<file path="config.mk">
export PLATFORM = sky130hd
export DESIGN_NAME = uart_rx
export DESIGN_NICKNAME = d
export VERILOG_FILES = /design/src/rtl/uart_pkg.sv /design/src/rtl/uart_sync2.sv /design/src/rtl/uart_rx.sv
export SDC_FILE = /design/constraint.sdc
export NUM_CORES = 1
export LEC_CHECK = 0
export CAP_MARGIN = 20
export CORE_ASPECT_RATIO = 1.1
export CORE_MARGIN = 5
export CORE_UTILIZATION = 51
export CTS_BUF_LIST = sky130_fd_sc_hd__clkbuf_4 sky130_fd_sc_hd__clkbuf_8 sky130_fd_sc_hd__clkbuf_16
export CTS_CLUSTER_SIZE = 30
export DETAILED_ROUTE_END_ITERATION = 6
export DONT_BUFFER_PORTS = 1
export GPL_TIMING_DRIVEN = 0
export PLACE_DENSITY = 0.64
export SETUP_SLACK_MARGIN = 0.2
export SYNTH_ARGS = -nofsm -noshare
export SYNTH_HDL_FRONTEND = slang
export SYNTH_SLANG_ARGS = --single-unit
</file>
<file path="constraint.sdc">
create_clock -name clk -period 4 [get_ports clk]
set_clock_uncertainty 0.05 [all_clocks]
set_input_delay 0.8 -clock clk [delete_from_list [all_inputs] [get_ports clk]]
set_output_delay 0.8 -clock clk [all_outputs]
set_load 0.01 [all_outputs]
</file>
<file path="src/rtl/uart_pkg.sv">
// Shared UART definitions: receiver state encoding, data width and the
// baud divider arithmetic used by both the transmitter and the receiver.
package uart_pkg;

  localparam int UART_DATA_BITS = 8;

  typedef enum logic [2:0] {
    IDLE,
    START,
    DATA,
    STOP,
    BRK
  } uart_rx_state_e;

  // Clock cycles per bit period; integer division, as the transmitter uses.
  function automatic int baud_count(input int clk_freq, input int baud);
    return clk_freq / baud;
  endfunction

endpackage

</file>
<file path="src/rtl/uart_sync2.sv">
// Generic two-flop synchroniser for asynchronous inputs. Both flops load
// RESET_VAL during reset so the output never shows a false edge after reset.
module uart_sync2 #(
  parameter logic RESET_VAL = 1'b1
) (
  input  logic clk,
  input  logic rstn,
  input  logic d,
  output logic q
);

  logic meta;

  // Two-stage capture of the asynchronous input.
  always_ff @(posedge clk) begin
    if (!rstn) begin
      meta <= RESET_VAL;
      q    <= RESET_VAL;
    end else begin
      meta <= d;
      q    <= meta;
    end
  end

endmodule

</file>
<file path="src/rtl/uart_rx.sv">
// 8N1 UART receiver: samples each bit in its middle using a down-counter,
// assembles bytes LSB first and hands them over through a one-byte holding
// register with valid/ready. Stop-bit errors and dropped bytes are reported
// as single-cycle pulses.
module uart_rx
  import uart_pkg::*;
#(
  parameter int CLK_FREQ = 50_000_000,
  parameter int BAUD     = 57600
) (
  input  logic                      clk,
  input  logic                      rstn,
  input  logic                      rx,
  output logic [UART_DATA_BITS-1:0] dOut,
  output logic                      dOutValid,
  input  logic                      dOutReady,
  output logic                      frameErr,
  output logic                      overrun
);

  localparam int COUNT = baud_count(CLK_FREQ, BAUD);
  localparam int HALF  = COUNT / 2;
  localparam int CNT_W = $clog2(COUNT) + 1;
  localparam int IDX_W = $clog2(UART_DATA_BITS);

  if (COUNT < 4) begin : g_count_check
    $error("uart_rx: CLK_FREQ/BAUD must be at least 4");
  end

  uart_rx_state_e            state, state_next;
  logic [CNT_W-1:0]          cnt, cnt_next;
  logic [IDX_W-1:0]          bit_idx, bit_idx_next;
  logic [UART_DATA_BITS-1:0] sh, sh_next;
  logic                      rx_s;
  logic                      tick;
  logic                      byte_done;
  logic                      frame_err_next;

  uart_sync2 #(.RESET_VAL(1'b1)) u_sync (
    .clk  (clk),
    .rstn (rstn),
    .d    (rx),
    .q    (rx_s)
  );

  assign tick = (cnt == '0);

  // Frame sequencing: half-bit delay to the start-bit middle, then one full
  // bit period per data bit and for the stop bit.
  always_comb begin
    state_next     = state;
    cnt_next       = cnt;
    bit_idx_next   = bit_idx;
    sh_next        = sh;
    byte_done      = 1'b0;
    frame_err_next = 1'b0;
    case (state)
      IDLE: begin
        if (!rx_s) begin
          cnt_next   = CNT_W'(HALF - 1);
          state_next = START;
        end
      end
      START: begin
        if (tick) begin
          if (!rx_s) begin
            cnt_next     = CNT_W'(COUNT - 1);
            bit_idx_next = '0;
            state_next   = DATA;
          end else begin
            state_next = IDLE;
          end
        end else begin
          cnt_next = cnt - CNT_W'(1);
        end
      end
      DATA: begin
        if (tick) begin
          sh_next  = {rx_s, sh[UART_DATA_BITS-1:1]};
          cnt_next = CNT_W'(COUNT - 1);
          if (bit_idx == IDX_W'(UART_DATA_BITS - 1)) begin
            state_next = STOP;
          end else begin
            bit_idx_next = bit_idx + IDX_W'(1);
          end
        end else begin
          cnt_next = cnt - CNT_W'(1);
        end
      end
      STOP: begin
        if (tick) begin
          if (rx_s) begin
            byte_done  = 1'b1;
            state_next = IDLE;
          end else begin
            frame_err_next = 1'b1;
            state_next     = BRK;
          end
        end else begin
          cnt_next = cnt - CNT_W'(1);
        end
      end
      BRK: begin
        if (rx_s) begin
          state_next = IDLE;
        end
      end
      default: state_next = IDLE;
    endcase
  end

  // Receiver state, bit timer, bit index and shift register.
  always_ff @(posedge clk) begin
    if (!rstn) begin
      state   <= IDLE;
      cnt     <= '0;
      bit_idx <= '0;
      sh      <= '0;
    end else begin
      state   <= state_next;
      cnt     <= cnt_next;
      bit_idx <= bit_idx_next;
      sh      <= sh_next;
    end
  end

  // Holding register and error pulses; a completed byte is lost only when
  // the previous one is still held and not being accepted this cycle.
  always_ff @(posedge clk) begin
    if (!rstn) begin
      dOut      <= '0;
      dOutValid <= 1'b0;
      frameErr  <= 1'b0;
      overrun   <= 1'b0;
    end else begin
      frameErr <= frame_err_next;
      overrun  <= 1'b0;
      if (byte_done) begin
        if (!dOutValid || dOutReady) begin
          dOut      <= sh;
          dOutValid <= 1'b1;
        end else begin
          overrun <= 1'b1;
        end
      end else if (dOutValid && dOutReady) begin
        dOutValid <= 1'b0;
      end
    end
  end

endmodule

</file>
Yosys cells after proc, flatten, opt, wreduce, memory -nomap -nowiden:

Cells that the tools add are included.

* input port bits: 4
* word-level logic and storage cells: 72
* bits in registers: 38
* output and inout port bits: 11

* multiplexer cells: 28
* $add $sub $neg: 2
* reductions and logical operators: 16
* eq/ne operators: 16

Operators by type and width (count)
* $mux 11: 5
* $pmux 11 s4: 1
* $mux 3: 11
* $ne 2x2->1 const B: 8
* $pmux 3 s5: 1
* $logic_not 11->1: 1
* $sub 11x1->11 const B: 1
* $mux 1: 8
* $reduce_and 2->1: 4
* $eq 3x2->1 const B: 2
* $eq 3x3->1 const B: 2
* $pmux 3 s2: 1
* $reduce_and 6->1: 1
* $reduce_and 5->1: 1
* $ne 2x1->1 const B: 2
* $reduce_and 4->1: 1
* $reduce_bool 2->1: 2
* $reduce_bool 4->1: 1
* $add 3x1->3 const B: 1
* $eq 3x1->1 const B: 1
* $logic_not 3->1: 1
* $ne 3x3->1 const B: 1
* $reduce_and 3->1: 1
* $mux 2: 1
* 3 further kinds: 3

Logic depth before layout (Yosys ltp):

* depth in word-level cells: 5
* mapped depth: 9
* depth with buffers taken out: 7

By module:

From an unflattened synthesis, not the netlist that was laid out.

* cell total of the unflattened synthesis: 191
* area, all modules: 1692.9 um2

Modules (own cells, without submodules)
* uart_rx: instances 1, cells an instance 187, area an instance 1640.3 um2
* uart_sync2: instances 1, cells an instance 4, area an instance 52.6 um2

Worst setup path after synthesis:

OpenSTA, ideal clock, no wires.

* kind: reg-to-reg
* start: reg cnt[0]
* end: reg dOut[0]
* required time: 3.834 ns
* clock period less this slack: 2.628 ns
* slack: 1.372 ns
* setup time: 0.116 ns
* data arrival time: 2.462 ns
* stages on the path, launching flop included: 10
* path buffers: 2
* cells stage by stage: dfxtp_1 inv_1 ha_1 or4b_4 buf_6 or4_4 buf_6 nor3_4 mux2i_1 nor2b_1

* word-level cells in the longest chain between the ends: 4

Ends and longest elaborated chain
* start: declaration: RTL line uart_rx.sv:31 `logic [CNT_W-1:0] cnt, cnt_next;`
* start signal: assignment: RTL line uart_rx.sv:121 `cnt <= cnt_next;`
* $logic_not 11->1: RTL line uart_rx.sv:46 `assign tick = (cnt == '0);`
* $mux 1: RTL line uart_rx.sv:91 `if (tick) begin`
* $mux 1: RTL line uart_rx.sv:57 `case (state)`
* $reduce_and 2->1 (no source line)
* end signal: assignment: RTL line uart_rx.sv:140 `dOut <= sh;`
* end: declaration: RTL line uart_rx.sv:14 `output logic [UART_DATA_BITS-1:0] dOut,`

Every way passes these cells.
A chain may end at the register's enable or synchronous reset.

Final worst setup path:

* start: reg cnt[0]
* end: reg dOut[4]

The elaborated chain is that of the path after synthesis.

==> results.json <==
{
  "status": "completed",
  "synth_edf_count": 0,
  "antenna_found_initial": 0,
  "finalCriticalPeriod_ns": 2.873,
  "hold_buffers": 0,
  "place_congestion": 0.8979,
  "port_buffers": 0,
  "synth_area_leaders": "dfxtp_1 41%, a21boi_0 4.9%, nand2_1 4.5%",
  "yosys_warnings": 0,
  "total_power_uw": 872.7,
  "p_leak_nw": 0.7176,
  "clk_latency_ns": 0.29,
  "min_path_type": "register to register",
  "postCtsSetupRepairBufs": 0,
  "r2r-end": "dOut[4]",
  "finalWorstSetupSlack_ns": 1.127,
  "fin_setup_tns_ns": 0,
  "critPathMostFrequentCell": "buf_6",
  "clk_pin_slew_ns": 0.07,
  "synth-seq-cells": 38,
  "fmax_mhz": 348.1,
  "crit_type": "register to register",
  "final.period_utilization_pct": 71.82,
  "crit_slowest_cell": "nor3_4",
  "r2r_start": "cnt[0]",
  "place_hpwl_um": 2808,
  "die_y_um": 73.18,
  "cp.required_ns": 4.14,
  "rr_worst_depth": 9,
  "regToRegSetupSlack_ns": 1.13,
  "drcViolationCount": 0,
  "synth.most_common_cell": "dfxtp_1",
  "postSynth.asyncResetShare_pct": 0,
  "vias": 1523,
  "hold_path_end": "u_sync.q",
  "multiInputGateArea_sq_um": 982.2,
  "die_area_sq_um": 4935,
  "cpPeakStageDelay_ns": 0.49,
  "io_pins": 15,
  "yosys.area.top_type_share_pct": 41.11,
  "h-tree-depth": 2,
  "num-nets-final": 218,
  "rows": 23,
  "fp.coreArea_sq_um": 3568,
  "crit_chain": "inv_1, ha_1, or4b_4, buf_6, or4_4, buf_6, nor3_4, mux2i_1, nor2b_1",
  "worstMarginPinSlew_ns": 0.7695,
  "drv_slew": 0,
  "die_w_um": 67.44,
  "synth_top_area_cell": "dfxtp_1",
  "netlist_instances": 204,
  "maxSlewHeadroom_pct": 48.28,
  "post-place-ws_ns": 1.152,
  "num-fill-cells": 332,
  "min_path_cells": 1,
  "grt-ovfl-total": 0,
  "register_area_sq_um": 760.7,
  "worst_hold_slack_ns": 0.3623,
  "setup_viol": 0,
  "arrival_ns": 3.01,
  "min_from": "u_sync.meta",
  "synth_ff_type": "dfxtp_1",
  "grt_pass1_vias": 1541,
  "synth_area_sq_um": 1851,
  "wl_um": 3980,
  "final_layout_size_suffix_gt1_share_pct": 12.26,
  "syn_area_per_cell_sq_um": 9.071,
  "grt_pass1_wl_um": 6920,
  "clock_path_buffers": 2,
  "wire_per_inst_um": 15.19,
  "drt-pass1-iter-count": 4,
  "post_cts_resized": 0,
  "ys_top_cells_by_count": "38 x dfxtp_1, 22 x nand2_1, 15 x nor2_1",
  "worst_setup_path_start_kind": "register",
  "crit_fanout": 10,
  "ir_drop_v": 0.0002555,
  "area_growth_pct": 8.519,
  "drt_first_iter_violations": 119,
  "vias_per_cell": 5.813,
  "final_hold_viol_count": 0,
  "worstSetupEndpointType": "register",
  "clock-sinks": 38,
  "yosysSeqAreaShare_pct": 41.11,
  "numCtsBuffers": 5,
  "postRouteAntennaNets": 0,
  "grt_usage_pct": 18.57,
  "synth_nets": 211,
  "synth_cell_types": 49,
  "cts_tree": "done",
  "cap_violations": 0,
  "grt_max_degree": 13,
  "initial_utilization_pct": 51.86,
  "grt_setup_unrepaired": "no",
  "p_per_area_nw_per_um2": 434.6,
  "cts-root-buf": "clkbuf_8",
  "diodes": 0
}
metrics by stage:
step | area (sq um) | util, % | instances
after floorplan | 1851 | - | 204
after CTS | 2008 | 56.28 | 262
final | 2008 | 56.28 | 262
after global placement | 1913 | 53.61 | 254
after detailed placement | 1913 | 53.61 | 254
after global routing | 2008 | 56.28 | 262
placed cells by master (no fill, tap or decap), drive strengths merged, types with 2 or more instances in the layout:
cell / Yosys / layout
inv: 3 / 3
nand3: 13 / 13
buf: 6 / 6
o21ai: 4 / 4
nand2: 22 / 22
dfxtp: 38 / 38
a31oi: 3 / 3
nor3: 5 / 5
and3: 2 / 2
and2b: 2 / 2
nor2b: 9 / 9
mux2i: 8 / 8
nand2b: 5 / 5
o21a: 2 / 2
a32o: 2 / 2
or2: 3 / 3
a2bb2oi: 2 / 2
nor4: 3 / 3
o211a: 3 / 3
a21boi: 12 / 12
o221a: 2 / 2
a21oi: 8 / 8
or4: 3 / 3
o41ai: 2 / 2
clkbuf: 7 / 13
a32oi: 3 / 3
ha: 3 / 3
nand3b: 2 / 2
nor2: 15 / 15
sequential cells by signal, summed over array words and instances (netlist names):
register     count
dOut             8
overrun          1
dOutValid        1
u_sync.q         1
frameErr         1
state            3
u_sync.meta      1
cnt             11
sh               8
bit_idx          3
routing by layer:
| metal | track usage [%] | vias up | wire length [um] |
|---|---|---|---|
| met3 | 3.852 | 11 | 199 |
| met2 | 29.26 | 48 | 1989 |
| li1 | - | 750 | - |
| met4 | 12.84 | 0 | 123 |
| met5 | 0 | - | 0 |
| met1 | 22.33 | 714 | 1668 |
logic make-up (layout without fill, tap and decap cells):
| family | Yosys count | in the layout | synth area share (%) |
|---|---|---|---|
| buf+inv | 16 | 24 | 5.815 |
| compound gates | 50 | 50 | 20.29 |
| flops | 38 | 38 | 41.11 |
| mux | 8 | 8 | 4.327 |
| fa+ha+maj | 3 | 3 | 2.029 |
| xor+xnor | 1 | 1 | 0.4734 |
| simple gates | 88 | 88 | 25.96 |
where the power goes:
group / total, mW / switching [mW] / internal (mW) / leakage [nW]
Clock: 0.275 / 0.137 / 0.138 / 0.0472
Combinational: 0.190 / 0.110 / 0.0807 / 0.363
Sequential: 0.407 / 0.0157 / 0.391 / 0.308
cell type report:
class,instances,share of cell area (%)
Buffer,13,4.797
Clock buffer,6,4.112
Clock inverter,2,0.6231
Inverter,3,0.5607
Multi-Input combinational cell,150,48.91
Sequential cell,38,37.88
Tap cell,50,3.115
worst max path at each step:
stage | from | end | slack, ns | depth (start not counted)
5_1_grt | cnt[0] | sh[5] | 0.91 | 8
6_report | cnt[0] | dOut[4] | 1.13 | 9
3_3_place_gp | cnt[0] | dOut[0] | 1.19 | 9
2_1_floorplan | cnt[0] | dOut[0] | 1.37 | 9
4_1_cts | cnt[0] | sh[5] | 1.13 | 8
3_5_place_dp | cnt[0] | dOut[4] | 1.15 | 9
worst max-delay path, delay by kind of cell (launching register included):
kind	cells	cell delay [ns]
simple gates	4	1.52
flops	1	0.35
mux	1	0.25
fa+ha+maj	1	0.23
buf+inv	3	0.38
Note: power is estimated with default switching activity, not from simulation.
==> RTL change 1 (config.mk and constraints unchanged) <==
`RESET_VAL` is set to 1'b1 in 2 places; all go to 1'b0.
--- a/src/rtl/uart_sync2.sv
+++ b/src/rtl/uart_sync2.sv
@@ -1,7 +1,7 @@
 // Generic two-flop synchroniser for asynchronous inputs. Both flops load
 // RESET_VAL during reset so the output never shows a false edge after reset.
 module uart_sync2 #(
-  parameter logic RESET_VAL = 1'b1
+  parameter logic RESET_VAL = 1'b0
 ) (
   input  logic clk,
   input  logic rstn,
--- a/src/rtl/uart_rx.sv
+++ b/src/rtl/uart_rx.sv
@@ -36,7 +36,7 @@
   logic                      byte_done;
   logic                      frame_err_next;
 
-  uart_sync2 #(.RESET_VAL(1'b1)) u_sync (
+  uart_sync2 #(.RESET_VAL(1'b0)) u_sync (
     .clk  (clk),
     .rstn (rstn),
     .d    (rx),
Function: same outputs for any inputs over 10 cycles, from zero or initial values and one cycle with rstn low; that may be too few to reach the edited logic, so the function may still have changed.
==> RTL change 1 against the unedited design <==
Synthesized area down 0.54%. Sequential cell count unchanged. Combinational power down 21%. Worst setup slack better by 0.65 ns. Design area up 1.6%. Routed wire length down 3.2%. Total power up 9.4%. Cell count up 0.76%.
==> RTL change 1: results <==
group,metric,value,unit
placement,place_congestion,0.884,
logic_synthesis,synth_common_cells,"dfxtp_1 (38), nand2_1 (20), nand3_1 (14), a21oi_1 (12)",
setup_path,cp_top_family,"simple AND/OR/NAND/NOR gates",
clocking,post_cts_resized,0,
finish,antennaDiodeCount,0,
logic_synthesis,synth_warnings,0,
setup_path,cp.arrival,2.36,ns
hold_path,worstHoldPathCells,1,
finish,layout.cells.non_filler,264,
routing,wl_per_cell,14.6,µm
logic_synthesis,yosysSeqAreaShare,41.3,%
clocking,insertion_delay,0.29,ns
clocking,cts_buffers,5,
timing,maxSlewHeadroom,57.4,%
logic_synthesis,ys.flop_type,"dfxtp_1",
setup_path,regToRegEndpoint,"cnt[7]",
power_and_ir_drop,vdd_drop_max,0.000258,V
global_routing,grt_max_degree,14,
placement,dpl.hpwl,2.76,mm
global_routing,gr-usage-all-layers,17.5,%
hold_path,hp-class,"flip-flop to flip-flop",
setup_path,r2r-start,"cnt[2]",
routing,first_pass_iters,4,
power_and_ir_drop,switching_share,26.1,%
power_and_ir_drop,p_leak,0.813,nW
logic_synthesis,synth_area_leaders,"dfxtp_1 (41%), mux2i_1 (4.9%), a21boi_0 (4.5%)",
finish,reg.largest.list,"cnt (11), dOut (8), sh (8)",
placement,dp_cells,256,
hold_path,hold_path_end,"u_sync.q",
clocking,cts_root_buf,"clkbuf_8",
outcome,status,"completed",
clocking,cts_max_level,2,
hold_path,worstHoldStart,"u_sync.meta",
logic_synthesis,yosysUniqueCellTypes,48,
finish,drive_above_1_share,12.6,%
logic_synthesis,syn_area_per_cell,8.93,µm²
clocking,clk_pin_slew_worst_paths,0.07,ns
placement,port_buffers,0,
setup_path,r2r_slack,1.77,ns
global_routing,grt_first_pass_wirelength,6.60,mm
setup_path,worstPathMaxFanout,10,
clocking,postCtsSetupRepairBufs,0,
timing,hold_viol_final,0,
routing,num_vias,1521,
logic_synthesis,syn-num-nets,213,
setup_path,r2r_cells,5,
logic_synthesis,synthArstFlopShare,0,%
clocking,clockBufferDepth,2,
finish,nets,220,
setup_path,cp_slowest_cell,"nor4_4",
routing,drtIter0Drc,151,
global_routing,first_global_vias,1406,
setup_path,max_stage_delay,0.61,ns
global_routing,antenna_found_initial,0,
[RTL change 1: cell count changes after synthesis, moves of 3 or more]
cell and change:
o21ai_0 +3, a32oi_1 -3, clkbuf_1 +4, or2_2 -3, nand4b_1 +3, nor2_1 -4
a21oi_1 +4
[RTL change 1: worst max-delay path by stage]
stage / startpoint / to / cells past startpoint
floorplan: cnt[2] / bit_idx[0] / 5
global placement: cnt[2] / bit_idx[0] / 5
detailed placement: cnt[2] / cnt[7] / 5
CTS: cnt[2] / cnt[7] / 5
global route: cnt[2] / cnt[7] / 5
finish: cnt[2] / cnt[7] / 5
[RTL change 1: kinds of logic (layout without fill, tap and decap cells)]
logic type | count (synthesis) | in the layout | synth area share (%)
simple gates | 86 | 86 | 27.6
mux | 10 | 10 | 5.51
xor+xnor | 1 | 1 | 0.476
buf+inv | 19 | 27 | 4.22
flops | 38 | 38 | 41.3
fa+ha+maj | 3 | 3 | 2.04
compound gates | 49 | 49 | 18.8
[RTL change 1: layout make-up]
cell class | count | area (µm²)
buffer | 14 | 58.8
multi-input combinational | 149 | 1000
clock inverter | 3 | 68.8
inverter | 5 | 18.8
fill | 354 | 1530
clock buffer | 5 | 68.8
tap | 50 | 62.6
sequential | 38 | 761
[RTL change 1: power groups by stage]
stage               Combinational, mW  Sequential (mW)  Clock [mW]
floorplan                       0.120            0.419           0
global placement                0.143            0.422           0
detailed placement              0.148            0.423           0
CTS                             0.149            0.414       0.397
global route                    0.169            0.418       0.417
finish                          0.150            0.415       0.390
[RTL change 1: metrics by stage]
stage	cell area (µm²)	power [mW]	setup slack [ns]	hold WS, ns	utilization (%)
detailed placement	1900	0.571	1.81	0.371	53.3
floorplan	1840	0.539	2.08	0.362	-
finish	2040	0.954	1.77	0.381	57.2
global route	2040	1.00	1.62	0.418	57.2
global placement	1900	0.565	1.89	0.367	53.3
CTS	2040	0.960	1.78	0.387	57.2
[RTL change 1: worst register-to-register path, cell delays in order, from the launching register on]
cell	delay [ns]
dfxtp_1	0.36
nor4_4	0.61
nand4b_4	0.28
a21oi_2	0.47
a21oi_1	0.10
o221a_2	0.26
[RTL change 1: layer usage]
metal  part of all wire, %  vias up  track usage (%)
li1                      -      755                -
met1                    46      715             24.0
met5                     0        -                0
met4                   1.4        0             6.08
met3                   5.7        7             5.55
met2                    47       44             25.8
==> RTL change 2 (same settings) <==
Made on the original files. Reset style: asynchronous (`rstn`), changed in 3 clocked blocks.
--- a/src/rtl/uart_sync2.sv
+++ b/src/rtl/uart_sync2.sv
@@ -12,7 +12,7 @@
   logic meta;
 
   // Two-stage capture of the asynchronous input.
-  always_ff @(posedge clk) begin
+  always_ff @(posedge clk or negedge rstn) begin
     if (!rstn) begin
       meta <= RESET_VAL;
       q    <= RESET_VAL;
--- a/src/rtl/uart_rx.sv
+++ b/src/rtl/uart_rx.sv
@@ -110,7 +110,7 @@
   end
 
   // Receiver state, bit timer, bit index and shift register.
-  always_ff @(posedge clk) begin
+  always_ff @(posedge clk or negedge rstn) begin
     if (!rstn) begin
       state   <= IDLE;
       cnt     <= '0;
@@ -126,7 +126,7 @@
 
   // Holding register and error pulses; a completed byte is lost only when
   // the previous one is still held and not being accepted this cycle.
-  always_ff @(posedge clk) begin
+  always_ff @(posedge clk or negedge rstn) begin
     if (!rstn) begin
       dOut      <= '0;
       dOutValid <= 1'b0;
Behaviour: same outputs for any inputs over 10 cycles, from zero or initial values and one cycle with rstn low; that may be too few to reach the edited logic, so the function may still have changed.
==> RTL change 2 against the unedited design <==
Synthesized area is 6.8% higher. Highest routed layer unchanged. Design area is 6.3% higher. Cell count is 17% lower. First-iteration DRC count is 43% lower. Critical path depth is 3 lower. Via count is 15% lower. Largest cell class unchanged. Routed wire length is 6.3% lower. Sequential share of layout area is 6.8 points higher. Sequential cell count stayed put. Count of clock-buffer cells in the layout stayed put. Worst setup slack better by 0.68 ns.
Power is not compared: it rests on default switching activity, and its combinational part moved more than twofold at a synthesized area within 25%.
==> RTL change 2: results <==
group,metric,value,unit
power_and_ir_drop,p_leak,1.07,nW
finish,synthToLayoutAreaGrowth,7.97,%
finish,n_all_buffers,9,
clocking,postCtsSetupRepairBufs,0,
finish,sh_seq_area,44.7,%
logic_synthesis,yosysUniqueCellTypes,62,
logic_synthesis,synth_compound_area_share,16.1,%
global_routing,grt_max_degree,39,
routing,routed_wl,3.73,mm
logic_synthesis,yosysSeqAreaShare,48.2,%
setup_path,worstPathMaxFanout,8,
setup_path,r2r-start,"cnt[0]",
global_routing,gr-usage-all-layers,15.4,%
logic_synthesis,synth_fa_ha_area_share,1.90,%
finish,antennaDiodeCount,0,
global_routing,met2_usage,27.2,%
setup_path,regToRegEndpoint,"dOut[1]",
power_and_ir_drop,vdd_drop_max,0.000189,V
setup_path,max_stage_delay,0.47,ns
placement,dpl.hpwl,2.73,mm
timing,maxSlewHeadroom,54.4,%
global_routing,first_global_vias,1347,
placement,place_congestion,0.853,
finish,fill_cells,328,
routing,drtIter0Drc,68,
setup_path,cp_slowest_cell,"nor3b_2",
routing,wl_met1,1.60,mm
logic_synthesis,synth_area_leaders,"dfrtp_1 (46%), mux2_4 (6.1%), mux2_1 (4.6%)",
logic_synthesis,synth_common_cells,"dfrtp_1 (36), mux2_1 (8), mux2_4 (8), nor2_1 (8)",
logic_synthesis,muxShareOfSynthArea,11.2,%
setup_path,r2r_cells,6,
placement,dpl_worst_slack,1.83,ns
finish,multi_input_cells,106,
outcome,status,"completed",
logic_synthesis,syn-num-nets,166,
clocking,cts_root_buf,"clkbuf_8",
routing,vias_per_cell,5.94,
routing,maxUsedRoutingLayer,"met4",
clocking,cts_buffers,5,
hold_path,hp-class,"primary input to async pin",
logic_synthesis,syn_inst,159,
finish,buffer_area_share,1.99,%
logic_synthesis,synthArstFlopShare,100,%
global_routing,globalRouteMet3Util,3.17,%
setup_path,cp.arrival,2.31,ns
timing,whs,0.150,ns
finish,drive_above_1_share,26.9,%
routing,wl_met3,125,µm
finish,clkCellAreaFrac,4.45,%
finish,multiInputGateArea,958,µm²
finish,layout.cells.non_filler,217,
finish,nClkBuffers,6,
placement,port_buffers,0,
logic_synthesis,synth_xor_area_share,0.443,%
floorplan,core-area,3680,µm²
placement,dp_cells,209,
finish,inverters,6,
global_routing,use_met1,18.8,%
routing,wl_met2,1.94,mm
global_routing,grt_first_pass_wirelength,6.36,mm
## RTL change 2: how the worst max path moves through the flow
stage	start	endpoint	slack [ns]	cells after the start
6_report	cnt[0]	dOut[1]	1.81	6
5_1_grt	cnt[0]	dOut[1]	1.68	6
4_1_cts	cnt[0]	dOut[1]	1.80	6
2_1_floorplan	cnt[0]	dOut[0]	2.08	6
3_3_place_gp	cnt[0]	dOut[6]	1.85	6
3_5_place_dp	cnt[0]	dOut[1]	1.83	6
## RTL change 2: where the power goes
| part | internal, mW | total [mW] | switching [mW] | leakage [nW] |
|---|---|---|---|---|
| Combinational | 0.00174 | 0.00533 | 0.00359 | 0.520 |
| Clock | 0.138 | 0.269 | 0.130 | 0.0472 |
| Sequential | 0.386 | 0.387 | 0.00115 | 0.504 |
| Total | 0.526 | 0.661 | 0.135 | 1.07 |
